==> src/rtl/muxn_rr_reg_if.sv <==
// Handshake bundle for muxn_rr_reg: channel data/valids and controls in,
// registered selected word with its source index and select-error pulse out.
interface muxn_rr_reg_if #(
    parameter int WIDTH    = 4,
    parameter int CHANNELS = 4
);
    localparam int SELW = $clog2(CHANNELS);

    logic                        en_n;
    logic                        mode;
    logic [SELW-1:0]             sel;
    logic [CHANNELS*WIDTH-1:0]   din;
    logic [CHANNELS-1:0]         in_valid;
    logic                        out_ready;
    logic [WIDTH-1:0]            y;
    logic                        y_valid;
    logic [SELW-1:0]             y_ch;
    logic                        sel_err;

    modport master (
        output en_n, mode, sel, din, in_valid, out_ready,
        input  y, y_valid, y_ch, sel_err
    );

    modport slave (
        input  en_n, mode, sel, din, in_valid, out_ready,
        output y, y_valid, y_ch, sel_err
    );
endinterface

==> src/rtl/muxn_rr_reg.sv <==
// N-channel registered multiplexer with manual or round-robin selection and a
// one-deep output slot that refills in the same cycle it drains.
module muxn_rr_reg #(
    parameter int WIDTH    = 4,
    parameter int CHANNELS = 4
) (
    input  logic          clk,
    input  logic          rst_n,
    muxn_rr_reg_if.slave  bus
);
    localparam int              SELW    = $clog2(CHANNELS);
    localparam logic [SELW:0]   CH_LIM  = (SELW+1)'(CHANNELS);
    localparam logic [SELW-1:0] LAST_CH = SELW'(CHANNELS - 1);

    typedef enum logic {EMPTY = 1'b0, FULL = 1'b1} state_t;

    state_t                    state_q, state_d;
    logic [WIDTH-1:0]          y_q, y_d;
    logic [SELW-1:0]           ych_q, ych_d;
    logic [SELW-1:0]           ptr_q, ptr_d;
    logic                      sel_err_q, sel_err_d;

    logic                      sel_oor_s;
    logic [CHANNELS-1:0]       man_sh_s;
    logic [SELW:0]             pos_s;
    logic [SELW:0]             idx_w_s;
    logic [CHANNELS-1:0]       rr_sh_s;
    logic                      rr_hit_s;
    logic [SELW-1:0]           rr_idx_s;
    logic                      grant_vld_s;
    logic [SELW-1:0]           grant_idx_s;
    logic [CHANNELS*WIDTH-1:0] din_sh_s;
    logic                      slot_free_s;
    logic                      capture_s;

    // Grant evaluation and next-state computation for the output slot
    always_comb begin
        sel_oor_s = ({1'b0, bus.sel} >= CH_LIM);
        man_sh_s  = bus.in_valid >> bus.sel;
        pos_s     = '0;
        idx_w_s   = '0;
        rr_sh_s   = '0;
        rr_hit_s  = 1'b0;
        rr_idx_s  = '0;
        // Walk offsets from far to near so the nearest valid channel to ptr wins
        for (int k = CHANNELS - 1; k >= 0; k--) begin
            pos_s    = {1'b0, ptr_q} + (SELW+1)'(k);
            idx_w_s  = (pos_s >= CH_LIM) ? (pos_s - CH_LIM) : pos_s;
            rr_sh_s  = bus.in_valid >> idx_w_s[SELW-1:0];
            rr_idx_s = rr_sh_s[0] ? idx_w_s[SELW-1:0] : rr_idx_s;
            rr_hit_s = rr_hit_s | rr_sh_s[0];
        end

        if (bus.mode) begin
            grant_vld_s = rr_hit_s;
            grant_idx_s = rr_idx_s;
        end else begin
            grant_vld_s = ~sel_oor_s & man_sh_s[0];
            grant_idx_s = bus.sel;
        end

        din_sh_s    = bus.din >> (int'(grant_idx_s) * WIDTH);
        slot_free_s = (state_q == EMPTY) | bus.out_ready;
        capture_s   = ~bus.en_n & slot_free_s & grant_vld_s;
        sel_err_d   = ~bus.mode & ~bus.en_n & sel_oor_s;

        state_d = state_q;
        y_d     = y_q;
        ych_d   = ych_q;
        ptr_d   = ptr_q;
        if (capture_s) begin
            state_d = FULL;
            y_d     = din_sh_s[WIDTH-1:0];
            ych_d   = grant_idx_s;
            if (bus.mode) begin
                ptr_d = (grant_idx_s == LAST_CH) ? '0 : (grant_idx_s + SELW'(1));
            end else begin
                ptr_d = ptr_q;
            end
        end else if (slot_free_s) begin
            state_d = EMPTY;
        end else begin
            state_d = state_q;
        end
    end

    // State and output registers with synchronous active-low reset
    always_ff @(posedge clk) begin
        if (!rst_n) begin
            state_q   <= EMPTY;
            y_q       <= '0;
            ych_q     <= '0;
            ptr_q     <= '0;
            sel_err_q <= 1'b0;
        end else begin
            state_q   <= state_d;
            y_q       <= y_d;
            ych_q     <= ych_d;
            ptr_q     <= ptr_d;
            sel_err_q <= sel_err_d;
        end
    end

    assign bus.y       = y_q;
    assign bus.y_ch    = ych_q;
    assign bus.y_valid = (state_q == FULL);
    assign bus.sel_err = sel_err_q;
endmodule

==> src/flat_wrapper.sv <==
// flat-port wrapper written by rule: the top's interface ports become plain ports
module muxn_rr_reg_flat 
#(
    parameter int WIDTH    = 4,
    parameter int CHANNELS = 4
)
  (clk, rst_n, bus_en_n, bus_mode, bus_sel, bus_din, bus_in_valid, bus_out_ready, bus_y, bus_y_valid, bus_y_ch, bus_sel_err);
  muxn_rr_reg_if #(.WIDTH(WIDTH), .CHANNELS(CHANNELS)) bus_i ();
  input  logic clk;
  input  logic rst_n;
  input wire logic [$bits(bus_i.en_n)-1:0] bus_en_n;
  input wire logic [$bits(bus_i.mode)-1:0] bus_mode;
  input wire logic [$bits(bus_i.sel)-1:0] bus_sel;
  input wire logic [$bits(bus_i.din)-1:0] bus_din;
  input wire logic [$bits(bus_i.in_valid)-1:0] bus_in_valid;
  input wire logic [$bits(bus_i.out_ready)-1:0] bus_out_ready;
  output wire logic [$bits(bus_i.y)-1:0] bus_y;
  output wire logic [$bits(bus_i.y_valid)-1:0] bus_y_valid;
  output wire logic [$bits(bus_i.y_ch)-1:0] bus_y_ch;
  output wire logic [$bits(bus_i.sel_err)-1:0] bus_sel_err;
  assign bus_i.en_n = bus_en_n;
  assign bus_i.mode = bus_mode;
  assign bus_i.sel = bus_sel;
  assign bus_i.din = bus_din;
  assign bus_i.in_valid = bus_in_valid;
  assign bus_i.out_ready = bus_out_ready;
  assign bus_y = bus_i.y;
  assign bus_y_valid = bus_i.y_valid;
  assign bus_y_ch = bus_i.y_ch;
  assign bus_sel_err = bus_i.sel_err;
  muxn_rr_reg #(.WIDTH(WIDTH), .CHANNELS(CHANNELS)) u_core (.clk(clk), .rst_n(rst_n), .bus(bus_i));
endmodule
==> config.mk <==
export PLATFORM = sky130hd
export DESIGN_NAME = muxn_rr_reg_flat
export DESIGN_NICKNAME = d
export VERILOG_FILES = /design/src/rtl/muxn_rr_reg_if.sv /design/src/rtl/muxn_rr_reg.sv /design/src/flat_wrapper.sv
export SDC_FILE = /design/constraint.sdc
export NUM_CORES = 1
export LEC_CHECK = 0
export BUFFER_PORTS_ARGS = -buffer_cell sky130_fd_sc_hd__buf_4
export CORE_MARGIN = 2
export CORE_UTILIZATION = 46
export CTS_CLUSTER_SIZE = 10
export DETAILED_ROUTE_END_ITERATION = 16
export GPL_TIMING_DRIVEN = 0
export PLACE_DENSITY_LB_ADDON = 0.12
export SYNTH_ARGS = -nofsm -noshare
export SYNTH_HDL_FRONTEND = slang
export SYNTH_SLANG_ARGS = --single-unit
==> constraint.sdc <==
create_clock -name clk -period 5.1 [get_ports clk]
set_clock_uncertainty 0.1 [all_clocks]
set_input_delay 0.765 -clock clk [delete_from_list [all_inputs] [get_ports clk]]
set_output_delay 0.765 -clock clk [all_outputs]
set_load 0.03 [all_outputs]
After elaboration in Yosys (flattened, before gate mapping)
Cells that the tools add are included.
- register bits: 9
- input port bits: 27
- output and inout bits: 8
- logic and storage cells: 46
- $add $sub $neg: 8
- order comparisons: 4
- equality and inequality tests: 1
- shifts and indexed selects: 6
- muxes and demuxes: 13
- bitwise logic cells: 8
- reductions and logical operators: 2
- operators by type and width (operator ; number):
    $mux W2 ; 10
    $shr A4 B2 Y1 ; 5
    $shr A16 B4 Y4 ; 1
    $ge A3 B3 Y1 const B ; 3
    $sub A2 B1 Y2 const B ; 4
    $add A2 B2 Y3 const B ; 2
    $or A1 B1 Y1 ; 4
    $add A2 B1 Y3 const B ; 1
    $ge A2 B3 Y1 const B ; 1
    $mux W1 ; 3
    $add A2 B1 Y2 const B ; 1
    $and A1 B1 Y1 ; 2
    $eq A2 B2 Y1 const B ; 1
    $not A1 Y1 ; 2
    $reduce_and A2 Y1 ; 1
    $reduce_bool A2 Y1 ; 1

Depth between registers and ports, before layout
Gate-level depths: netlist of run 1.
- depth after elaboration: 11
- gate-level depth with buffers: 6
- mapped depth without buffers: 5

Worst setup path after synthesis of run 1
Ideal clock, no wire load.
- path type: input -> register
- start: input port bus_sel[1]
- end: register u_core.ptr_q[1]
- setup time: 0.115 ns
- arrival time: 1.967 ns
- required time: 4.885 ns
- path slack: 2.918 ns
- cell stages on the path: 5
- buffers on the path: 1
- cells stage by stage: mux4_1 -> o21a_1 -> buf_2 -> and4b_1 -> o21a_1
- cells in the longest elaborated chain, start to end: 4
- elaborated cells on any way between the ends: 8
- those cells by class: add/sub (1); eq/ne (1); shift (1); mux (3); bitwise (1); reduce/logical (1)
- ends and longest elaborated chain (what ; line ; text):
    start: declaration ; flat_wrapper.sv:13 ; input wire logic [$bits(bus_i.sel)-1:0] bus_sel;
    $shr A4 B2 Y1 ; muxn_rr_reg.sv:39 ; man_sh_s = bus.in_valid >> bus.sel;
    $mux W1 ; muxn_rr_reg.sv:54 ; if (bus.mode) begin
    $and A1 B1 Y1 ; muxn_rr_reg.sv:64 ; capture_s = ~bus.en_n & slot_free_s & grant_vld_s;
    $reduce_and A2 Y1 (no source line) ; - ;
    end signal: assignment ; muxn_rr_reg.sv:99 ; ptr_q <= ptr_d;
    end: declaration ; muxn_rr_reg.sv:20 ; logic [SELW-1:0] ptr_q, ptr_d;
Several ways; a longest one is shown, not always the timed one.
A chain may end at the register's enable or synchronous reset.

Worst setup path after layout of run 1
- start: input port bus_in_valid[2]
- end: register u_core.y_q[0], in the netlist u_core.bus.y[0]
- cells in the longest elaborated chain, start to end: 7
- elaborated cells on any way between the ends: 16
- those cells by class: shift (6); mux (6); bitwise (4)
- ends and longest elaborated chain (what ; line ; text):
    start: declaration ; flat_wrapper.sv:15 ; input wire logic [$bits(bus_i.in_valid)-1:0] bus_in_valid;
    $shr A4 B2 Y1 ; muxn_rr_reg.sv:49 ; rr_sh_s = bus.in_valid >> idx_w_s[SELW-1:0];
    $mux W2 (4 in series) ; muxn_rr_reg.sv:50 ; rr_idx_s = rr_sh_s[0] ? idx_w_s[SELW-1:0] : rr_idx_s;
    $mux W2 ; muxn_rr_reg.sv:54 ;
    $shr A16 B4 Y4 ; muxn_rr_reg.sv:62 ; din_sh_s = bus.din >> (int'(grant_idx_s) * WIDTH);
    end signal: assignment ; muxn_rr_reg.sv:97 ; y_q <= y_d;
    end: declaration ; muxn_rr_reg.sv:18 ; logic [WIDTH-1:0] y_q, y_d;
Several ways; a longest one is shown, not always the timed one.

==> metrics.txt, run 1 <==
Final Slew Violations 0; Clock Latency Late Sink 260 ps; count of final hold-check violations 0; net switching power between 0.07 and 0.08 mW; setup TNS 0 ps; post-route cell area approximately 960 um2; setup repair bufs after CTS 0; Root Driver clkbuf_4; Int Power 0.146 mW; number of max-cap violations 0; most common cell after layout, fill and taps aside buf_4; status complete, no violations; Seq/Total Area, Yosys a little over a quarter; CTS resizes 0; Clock Power Share between 20% and 30%; via count 719; Post-synth EDFFs 0; worst reg2reg path depth 6; PortBufs 33; Synth Register Bits 9; ant diodes 0; ys flop type dfxtp_1; Overflow after GRT 0; CTS max path bufs 2; Layout area overhead 44.3%; Post-Synthesis Cells between 70 and 80; hold endpoint u_core.bus.y_ch[1]; initial antenna violation count 0; Num CTS Buffers 3; Core Area between 1000 and 1500 um2; nets 140; DRT antenna net count 0; DR iter-0 viols 6; worst hold slack 391 ps; number of global-route vias before repair about 660; first-pass detailed-route iteration total 4; placed cells around 120; largest net degree at the start of global routing 11; filler cell count ~130; Worst setup SP type primary input; Pleak ~0.44 nW; Routed WL between 1.5 and 2 mm; Yosys warning count 0; Async SR Flop Fraction 0%; layout cells sized above 1 about 40%; fmax around 0.48 GHz; post-route clock period utilization roughly 41%; Placed Area 930 um2; Min-Delay Path Class reg2reg; Avg Inst Size Synth between 8 and 9 um2; min Tclk post-route between 2000 and 2500 ps; first-pass GRT wire length 2.82 mm; Row Count 13; GRT Util Overall around a fifth; Reg area around 180 um2; HPWL after detailed placement 1.36 mm; Synth Cell Area approximately 660 um2; RSZ-0062 raised after global routing false; critical path endpoint category flip-flop; CTS clk-pin slew, worst paths 70 ps; post-DR wirelength/cell between 10 and 15 um; die area about 1800 um2; crit path max fanout 9; Net Sw Frac about a third; die width roughly 42 um; Finish-stage setup viols 0; CTS sink count 9; Cell Pwr Density around 230 nW/um2; r2r endpoint u_core.bus.y[0]; Mapped Nets approximately 100; CTS tree done; Worst Hold Depth 2; Worst Setup Path Type in2reg; # H-tree levels 1; hold bufs inserted after CTS 0; reg2reg setup slack roughly 3200 ps; combinational power share 37.5%; # DRC 0; Multi-input gate area between 400 and 500 um2; fin cells about 130; vias per inst roughly 5.7; FF-to-FF Start u_core.ptr_q[1]; IO Count 35; peak supply drop 0.000119 V; most frequent cells in the layout buf_4, mux2i_1, dfxtp_1; Die Span Y about 42 um; crit path DAT 2170 ps; Min-Delay Startpoint u_core.bus.y_ch[1]; CP required just over 5000 ps; sequential share of power between 30% and 40%; Distinct cells, synth 31; final RePlAce weighted congestion between 0.8 and 0.9; Starting Density a little over 50%
Yosys cell counts, types with 2 or more instances:
cell type | count | area [um2]
nand2_1 | 3 | 11.3
a311oi_1 | 2 | 17.5
nor2b_1 | 4 | 25.0
o21ai_0 | 4 | 20.0
and2_1 | 2 | 12.5
a21oi_1 | 3 | 15.0
o21a_1 | 2 | 15.0
nor2_1 | 5 | 18.8
inv_1 | 5 | 18.8
buf_2 | 2 | 10.0
o211ai_1 | 3 | 22.5
a211oi_1 | 2 | 15.0
mux2i_1 | 9 | 90.1
dfxtp_1 | 9 | 180
a221oi_1 | 4 | 35.0
power by group through the flow:
| stage | Combinational (mW) | Clock, mW | Sequential [mW] |
|---|---|---|---|
| 2_1_floorplan | 0.0384 | 0 | 0.0920 |
| 3_3_place_gp | 0.0800 | 0 | 0.0818 |
| 3_5_place_dp | 0.0822 | 0 | 0.0820 |
| 4_1_cts | 0.0825 | 0.0559 | 0.0805 |
| 5_1_grt | 0.0889 | 0.0595 | 0.0813 |
| 6_report | 0.0819 | 0.0558 | 0.0805 |
sequential cells by signal, summed over array words and instances (netlist names):
signal	flops
u_core.ptr_q	2
u_core.bus.y_valid	1
u_core.bus.y	4
u_core.bus.y_ch	2
through the flow:
step	util [%]	total power [mW]	setup WS, ps
final	72.6	0.218	3000
after global routing	72.6	0.230	2820
after CTS	72.6	0.219	2980
after detailed placement	70.6	0.164	2700
after global placement	70.6	0.162	2720
after floorplan	-	0.130	2920
worst max path at each step:
stage                         start              end  slack (ps)
floorplan                bus_sel[1]  u_core.ptr_q[1]        2920
global placement    bus_in_valid[2]  u_core.ptr_q[1]        2720
detailed placement  bus_in_valid[2]  u_core.bus.y[1]        2700
CTS                 bus_in_valid[2]  u_core.bus.y[1]        2980
global route               bus_mode  u_core.bus.y[3]        2820
finish              bus_in_valid[2]  u_core.bus.y[0]        3000
cell type report:
cell class | instances | share of cell area [%]
Inverter | 5 | 1.96
Clock buffer | 3 | 2.35
Sequential cell | 9 | 18.8
Tap cell | 15 | 1.96
Clock inverter | 1 | 0.523
Multi-Input combinational cell | 57 | 45.5
Buffer | 4 | 3.01
Timing Repair Buffer | 33 | 25.9
routing by layer:
metal / part of all wire (%) / GRT usage, %
met1: 39 / 22.5
met2: 52 / 36.3
met3: 7.6 / 5.17
met4: 1.4 / 8.39
met5: 0 / 0
worst max-delay path: stages:
cell and delay (ps):
buf_4 140, and2b_1 180, a311oi_2 360, a221oi_2 130, buf_6 170, mux2i_1 120, a221oi_1 300
kinds of logic (layout without fill, tap and decap cells):
| kind of cell | after synthesis | after routing | share of synthesized area [%] |
|---|---|---|---|
| other | 1 | 1 | 0.565 |
| muxes | 10 | 10 | 17.5 |
| DFF | 9 | 9 | 27.2 |
| buffers and inverters | 9 | 46 | 7.17 |
| AOI/OAI and AO/OA | 26 | 26 | 30.8 |
| and+or+nand+nor | 20 | 20 | 16.8 |
Power figures use the tool's default switching activity.
==> inputs of run 2 (changes only) <==
--- a/config.mk
+++ b/config.mk
@@ -7,7 +7,7 @@
 export LEC_CHECK = 0
 export BUFFER_PORTS_ARGS = -buffer_cell sky130_fd_sc_hd__buf_4
 export CORE_MARGIN = 2
-export CORE_UTILIZATION = 46
+export CORE_UTILIZATION = 43
 export CTS_CLUSTER_SIZE = 10
 export DETAILED_ROUTE_END_ITERATION = 16
 export GPL_TIMING_DRIVEN = 0
==> constraint.sdc (replaced) <==
create_clock -name clk -period 2.1 [get_ports clk]
set_clock_uncertainty 0.1 [all_clocks]
set_input_delay 0.315 -clock clk [delete_from_list [all_inputs] [get_ports clk]]
set_output_delay 0.315 -clock clk [all_outputs]
set_load 0.03 [all_outputs]
==> metrics.txt, run 2 (same netlist as run 1, synthesis figures left out) <==
Cell Pwr Density 553 nW/um2 (was 228 nW/um2); crit path DAT 2030 ps (was 2170 ps); Die Span Y 43.3 um (was 42.0 um); Num CTS Buffers 3 (unchanged); Clock Latency Late Sink 270 ps (was 260 ps); ant diodes 0 (unchanged); layout cells sized above 1 39.3% (was 40.2%); CTS sink count 9 (unchanged); Core Area 1470 um2 (was 1320 um2); first-pass detailed-route iteration total 4 (unchanged); post-route clock period utilization a little over nine tenths; CTS tree done (unchanged); PortBufs 33 (unchanged); via count 728 (was 719); FF-to-FF Start u_core.ptr_q[1] (unchanged); # DRC 0 (unchanged); DR iter-0 viols 7 (was 6); most common cell after layout, fill and taps aside buf_4 (unchanged); Root Driver clkbuf_4 (unchanged); fin util 65.8% (was 72.6%); Critical Path Slowest Stage Cell dfxtp_1 (was a311oi_2); post-DR wirelength/cell 13.6 um (was 13.4 um); die width 43.3 um (was 42.0 um); Min-Delay Startpoint rst_n (was u_core.bus.y_ch[1]); IO Count 35 (unchanged); Starting Density 45.1% (was 50.3%); fmax slightly above 0.5 GHz; die area 1870 um2 (was 1760 um2); Finish-stage setup viols 0 (unchanged); crit path max fanout 9 (unchanged); final RePlAce weighted congestion 0.829 (was 0.808); count of final hold-check violations 0 (unchanged); HPWL after detailed placement 1.38 mm (was 1.36 mm); status complete, no violations (unchanged); first-pass GRT wire length 2.86 mm (was 2.82 mm); initial antenna violation count 0 (unchanged); GRT Util Overall 20.4% (was 20.3%); Layout area overhead 46.0% (was 44.3%); max reg flops 4 (unchanged); Routed WL 1.75 mm (was 1.70 mm); number of max-cap violations 0 (unchanged); hold bufs inserted after CTS 0 (unchanged); Min-Delay Path Class in2reg (was reg2reg); DRT antenna net count 0 (unchanged); # H-tree levels 1 (unchanged); setup TNS 0 ps (unchanged); worst stage delay on the critical path 480 ps (was 360 ps); RSZ-0062 raised after global routing false (unchanged); nets 140 (unchanged); Worst setup SP type flip-flop (was primary input); min Tclk post-route around 2000 ps; Overflow after GRT 0 (unchanged); Final Slew Violations 0 (unchanged); peak supply drop 0.000375 V (was 0.000119 V); CTS clk-pin slew, worst paths 60 ps (was 70 ps); Pleak 0.439 nW (was 0.440 nW); largest net degree at the start of global routing 11 (unchanged); critical path launch point u_core.ptr_q[1] (was bus_in_valid[2]); setup repair bufs after CTS 0 (unchanged); CTS resizes 0 (unchanged); CP required 2160 ps (was 5160 ps); Setup WS post-layout 132 ps (was 3000 ps); Row Count 14 (was 13); most frequent cells in the layout buf_4, mux2i_1, dfxtp_1 (unchanged); critical path endpoint category flip-flop (unchanged); CP Cell Sequence nand2_1 -> a311oi_4 -> a221oi_2 -> buf_6 -> mux2i_1 -> a221oi_1 (was buf_4 -> and2b_1 -> a311oi_2 -> a221oi_2 -> buf_6 -> mux2i_1 -> a221oi_1); CTS max path bufs 2 (unchanged); Post-Place Setup Slack 105 ps (was 2700 ps); number of global-route vias before repair 684 (was 662); Worst Setup Path Type reg2reg (was in2reg); vias per inst 5.69 (was 5.66)
==> run 2: cell types whose count changed in the layout (fill, tap and decap cells not counted) <==
| cell | delta |
|---|---|
| a311oi_2 | -1 |
| clkbuf_1 | +1 |
| a311oi_4 | +1 |
| clkinv_2 | -1 |
==> run 2: final cells by class <==
cell class,instances,area [um2]
tap,16,20.0
fill,133,503
multi-input combinational,57,447
inverter,5,18.8
clock buffer,4,26.3
sequential,9,180
buffer,4,28.8
timing repair buffer,33,248
==> run 2: worst max-delay path, delay by kind of cell (launching register included) <==
kind / cells / cell delay (ps)
compound gates: 3 / 830
buf+inv: 1 / 160
flops: 1 / 480
mux: 1 / 130
simple gates: 1 / 160
==> run 2: per-stage QoR <==
stage / cells / hold WS [ps] / power [mW] / area (um2)
after floorplan: 75 / 332 / 0.317 / 663
after global placement: 124 / 381 / 0.393 / 931
after detailed placement: 124 / 388 / 0.399 / 931
after CTS: 128 / 187 / 0.538 / 957
after global routing: 128 / 190 / 0.568 / 968
final: 128 / 198 / 0.536 / 968
==> run 2: path summary, 6_finish.rpt <==
path	end	slack (ps)	cells after the start
setup reg to reg	u_core.bus.y[1]	130	6
hold reg to reg	u_core.bus.y_ch[1]	400	2
setup / recovery	u_core.bus.y[1]	130	6
hold / removal	u_core.ptr_q[1]	200	2
==> run 2: power breakdown <==
part	total (mW)	leakage (nW)	switching, mW	internal (mW)
combinational	0.202	0.350	0.102	0.0998
clock	0.139	0.0150	0.0650	0.0735
sequential	0.195	0.0742	0.00919	0.186
==> run 2: layer usage <==
metal | global-route usage (%) | part of all wire, % | up-vias
met4 | 7.27 | 1.1 | 0
li1 | - | - | 360
met3 | 6.38 | 10 | 2
met1 | 22.5 | 37 | 333
met5 | 0 | 0 | -
met2 | 36.1 | 51 | 33
==> inputs of run 3 (changes only) <==
--- a/config.mk
+++ b/config.mk
@@ -6,8 +6,10 @@
 export NUM_CORES = 1
 export LEC_CHECK = 0
 export BUFFER_PORTS_ARGS = -buffer_cell sky130_fd_sc_hd__buf_4
+export CELL_PAD_IN_SITES_DETAIL_PLACEMENT = 0
+export CELL_PAD_IN_SITES_GLOBAL_PLACEMENT = 1
 export CORE_MARGIN = 2
-export CORE_UTILIZATION = 43
+export CORE_UTILIZATION = 30
 export CTS_CLUSTER_SIZE = 10
 export DETAILED_ROUTE_END_ITERATION = 16
 export GPL_TIMING_DRIVEN = 0
==> metrics.txt, run 3 (same netlist as run 1, synthesis figures left out) <==
vias per inst 4.92 (was 5.69); initial antenna violation count 0 (unchanged); Clock Power Share 25.0% (was 25.8%); Core Area 2150 um2 (was 1470 um2); worst hold slack 207 ps (was 198 ps); CTS sink count 9 (unchanged); CTS tree done (unchanged); first-pass detailed-route iteration total 3 (was 4); net switching power 0.165 mW (was 0.176 mW); peak supply drop 0.000216 V (was 0.000375 V); WP depth 6 (unchanged); CP delay by family, top compound AO/OA/AOI/OAI gates (unchanged); RSZ-0062 raised after global routing false (unchanged); Root Driver clkbuf_4 (unchanged); nets 140 (unchanged); Clock Latency Late Sink 250 ps (was 270 ps); CTS resizes 0 (unchanged); Overflow after GRT 0 (unchanged); CTS clk-pin slew, worst paths 60 ps (about the same); Num CTS Buffers 3 (unchanged); final RePlAce weighted congestion 0.761 (was 0.829); # H-tree levels 1 (unchanged); crit path DAT 1940 ps (was 2030 ps); number of max-cap violations 0 (unchanged); Row Count 17 (was 14); Routed WL 1.68 mm (was 1.75 mm); setup TNS 0 ps (unchanged); FF-to-FF Start u_core.ptr_q[1] (unchanged); die width 51.0 um (was 43.3 um); hold bufs inserted after CTS 0 (unchanged); number of global-route vias before repair 622 (was 684); status complete, no violations (unchanged); die area 2600 um2 (was 1870 um2); CP required 2160 ps (about the same); setup repair bufs after CTS 0 (unchanged); PortBufs 33 (unchanged); sequential share of power 37.5% (was 36.5%); Net Sw Frac 31.5% (was 32.9%); DR iter-0 viols 10 (was 7); Pleak 0.438 nW (was 0.439 nW); worst reg2reg path depth 6 (unchanged); worst setup path end u_core.bus.y[2] (was u_core.bus.y[1]); Worst Setup Path Type reg2reg (unchanged); Starting Density 30.9% (was 45.1%); critical path launch point u_core.ptr_q[1] (unchanged); Final Slew Violations 0 (unchanged); largest net degree at the start of global routing 11 (unchanged); max reg flops 4 (unchanged); Bufs and invs on worst path 1 (unchanged); DRT antenna net count 0 (unchanged); fmax 0.533 GHz (was 0.508 GHz); filler cell count 222 (was 133); fin util 45.3% (was 65.8%); critical path endpoint category flip-flop (unchanged); most common cell after layout, fill and taps aside buf_4 (unchanged); Finish-stage setup viols 0 (unchanged); crit path max fanout 9 (unchanged); Layout area overhead 46.6% (was 46.0%); Min-Delay Path Class in2reg (unchanged); combinational power share 37.5% (was 37.7%); layout cells sized above 1 39.3% (unchanged); most frequent cells in the layout buf_4, mux2i_1, dfxtp_1 (unchanged); Int Power 0.358 mW (was 0.359 mW); reg2reg setup slack 220 ps (was 130 ps); ant diodes 0 (unchanged); min Tclk post-route 1880 ps (was 1970 ps); via count 689 (was 728); count of final hold-check violations 0 (unchanged); CP Cell Sequence nand2_1 -> a311oi_2 -> a221oi_2 -> buf_6 -> mux2i_1 -> a221oi_1 (was nand2_1 -> a311oi_4 -> a221oi_2 -> buf_6 -> mux2i_1 -> a221oi_1); worst stage delay on the critical path 470 ps (was 480 ps); Critical Path Slowest Stage Cell dfxtp_1 (unchanged); post-route clock period utilization 89.3% (was 93.7%); post-DR wirelength/cell 12.0 um (was 13.6 um); Cell Pwr Density 537 nW/um2 (was 553 nW/um2); GRT Util Overall 13.8% (was 20.4%); r2r endpoint u_core.bus.y[2] (was u_core.bus.y[1]); Worst setup SP type flip-flop (unchanged); first-pass GRT wire length 2.70 mm (was 2.86 mm); # DRC 0 (unchanged); CTS max path bufs 2 (unchanged); IO Count 35 (unchanged); Die Span Y 51.0 um (was 43.3 um); HPWL after detailed placement 1.33 mm (was 1.38 mm)
run 3: cell count changes in the layout (fill, tap and decap cells not counted):
cell | previous run | this run
a311oi_2 | 0 | 1
a311oi_4 | 1 | 0
run 3: area by class of cell:
cell class                      instances  area [um2]  area share [%]
Buffer                                  4        28.8            2.96
Clock buffer                            4        26.3            2.70
Multi-Input combinational cell         57         435            44.8
Inverter                                5        18.8            1.93
Timing Repair Buffer                   33         248            25.5
Sequential cell                         9         180            18.5
Tap cell                               28        35.0            3.60
run 3: metrics by stage:
stage,power (mW),cell area (um2),worst slack [ps],instances
detailed placement,0.397,946,184,136
floorplan,0.317,663,368,75
global route,0.555,972,87.3,140
CTS,0.530,972,186,140
finish,0.522,972,224,140
global placement,0.397,946,176,136
run 3: power by group through the flow:
stage	sequential, mW	combinational, mW	clock, mW
2_1_floorplan	0.223	0.0932	0
3_3_place_gp	0.199	0.198	0
3_5_place_dp	0.199	0.198	0
4_1_cts	0.196	0.198	0.136
5_1_grt	0.198	0.213	0.144
6_report	0.196	0.196	0.131
run 3: metal layers:
layer  GRT usage, %  vias up  part of all wire [%]
met5              0        -                     0
li1               -      361                     -
met2           22.9       28                    47
met1           16.6      300                    46
met3           3.22        0                   6.4
met4           6.76        0                     0
run 3: how the worst min path moves through the flow:
stage,from,depth (start not counted),end
2_1_floorplan,rst_n,1,u_core.ptr_q[1]
3_3_place_gp,u_core.bus.y_ch[1],2,u_core.bus.y_ch[1]
3_5_place_dp,u_core.bus.y_ch[1],2,u_core.bus.y_ch[1]
4_1_cts,rst_n,2,u_core.ptr_q[1]
5_1_grt,rst_n,2,u_core.ptr_q[1]
6_report,rst_n,2,u_core.ptr_q[1]
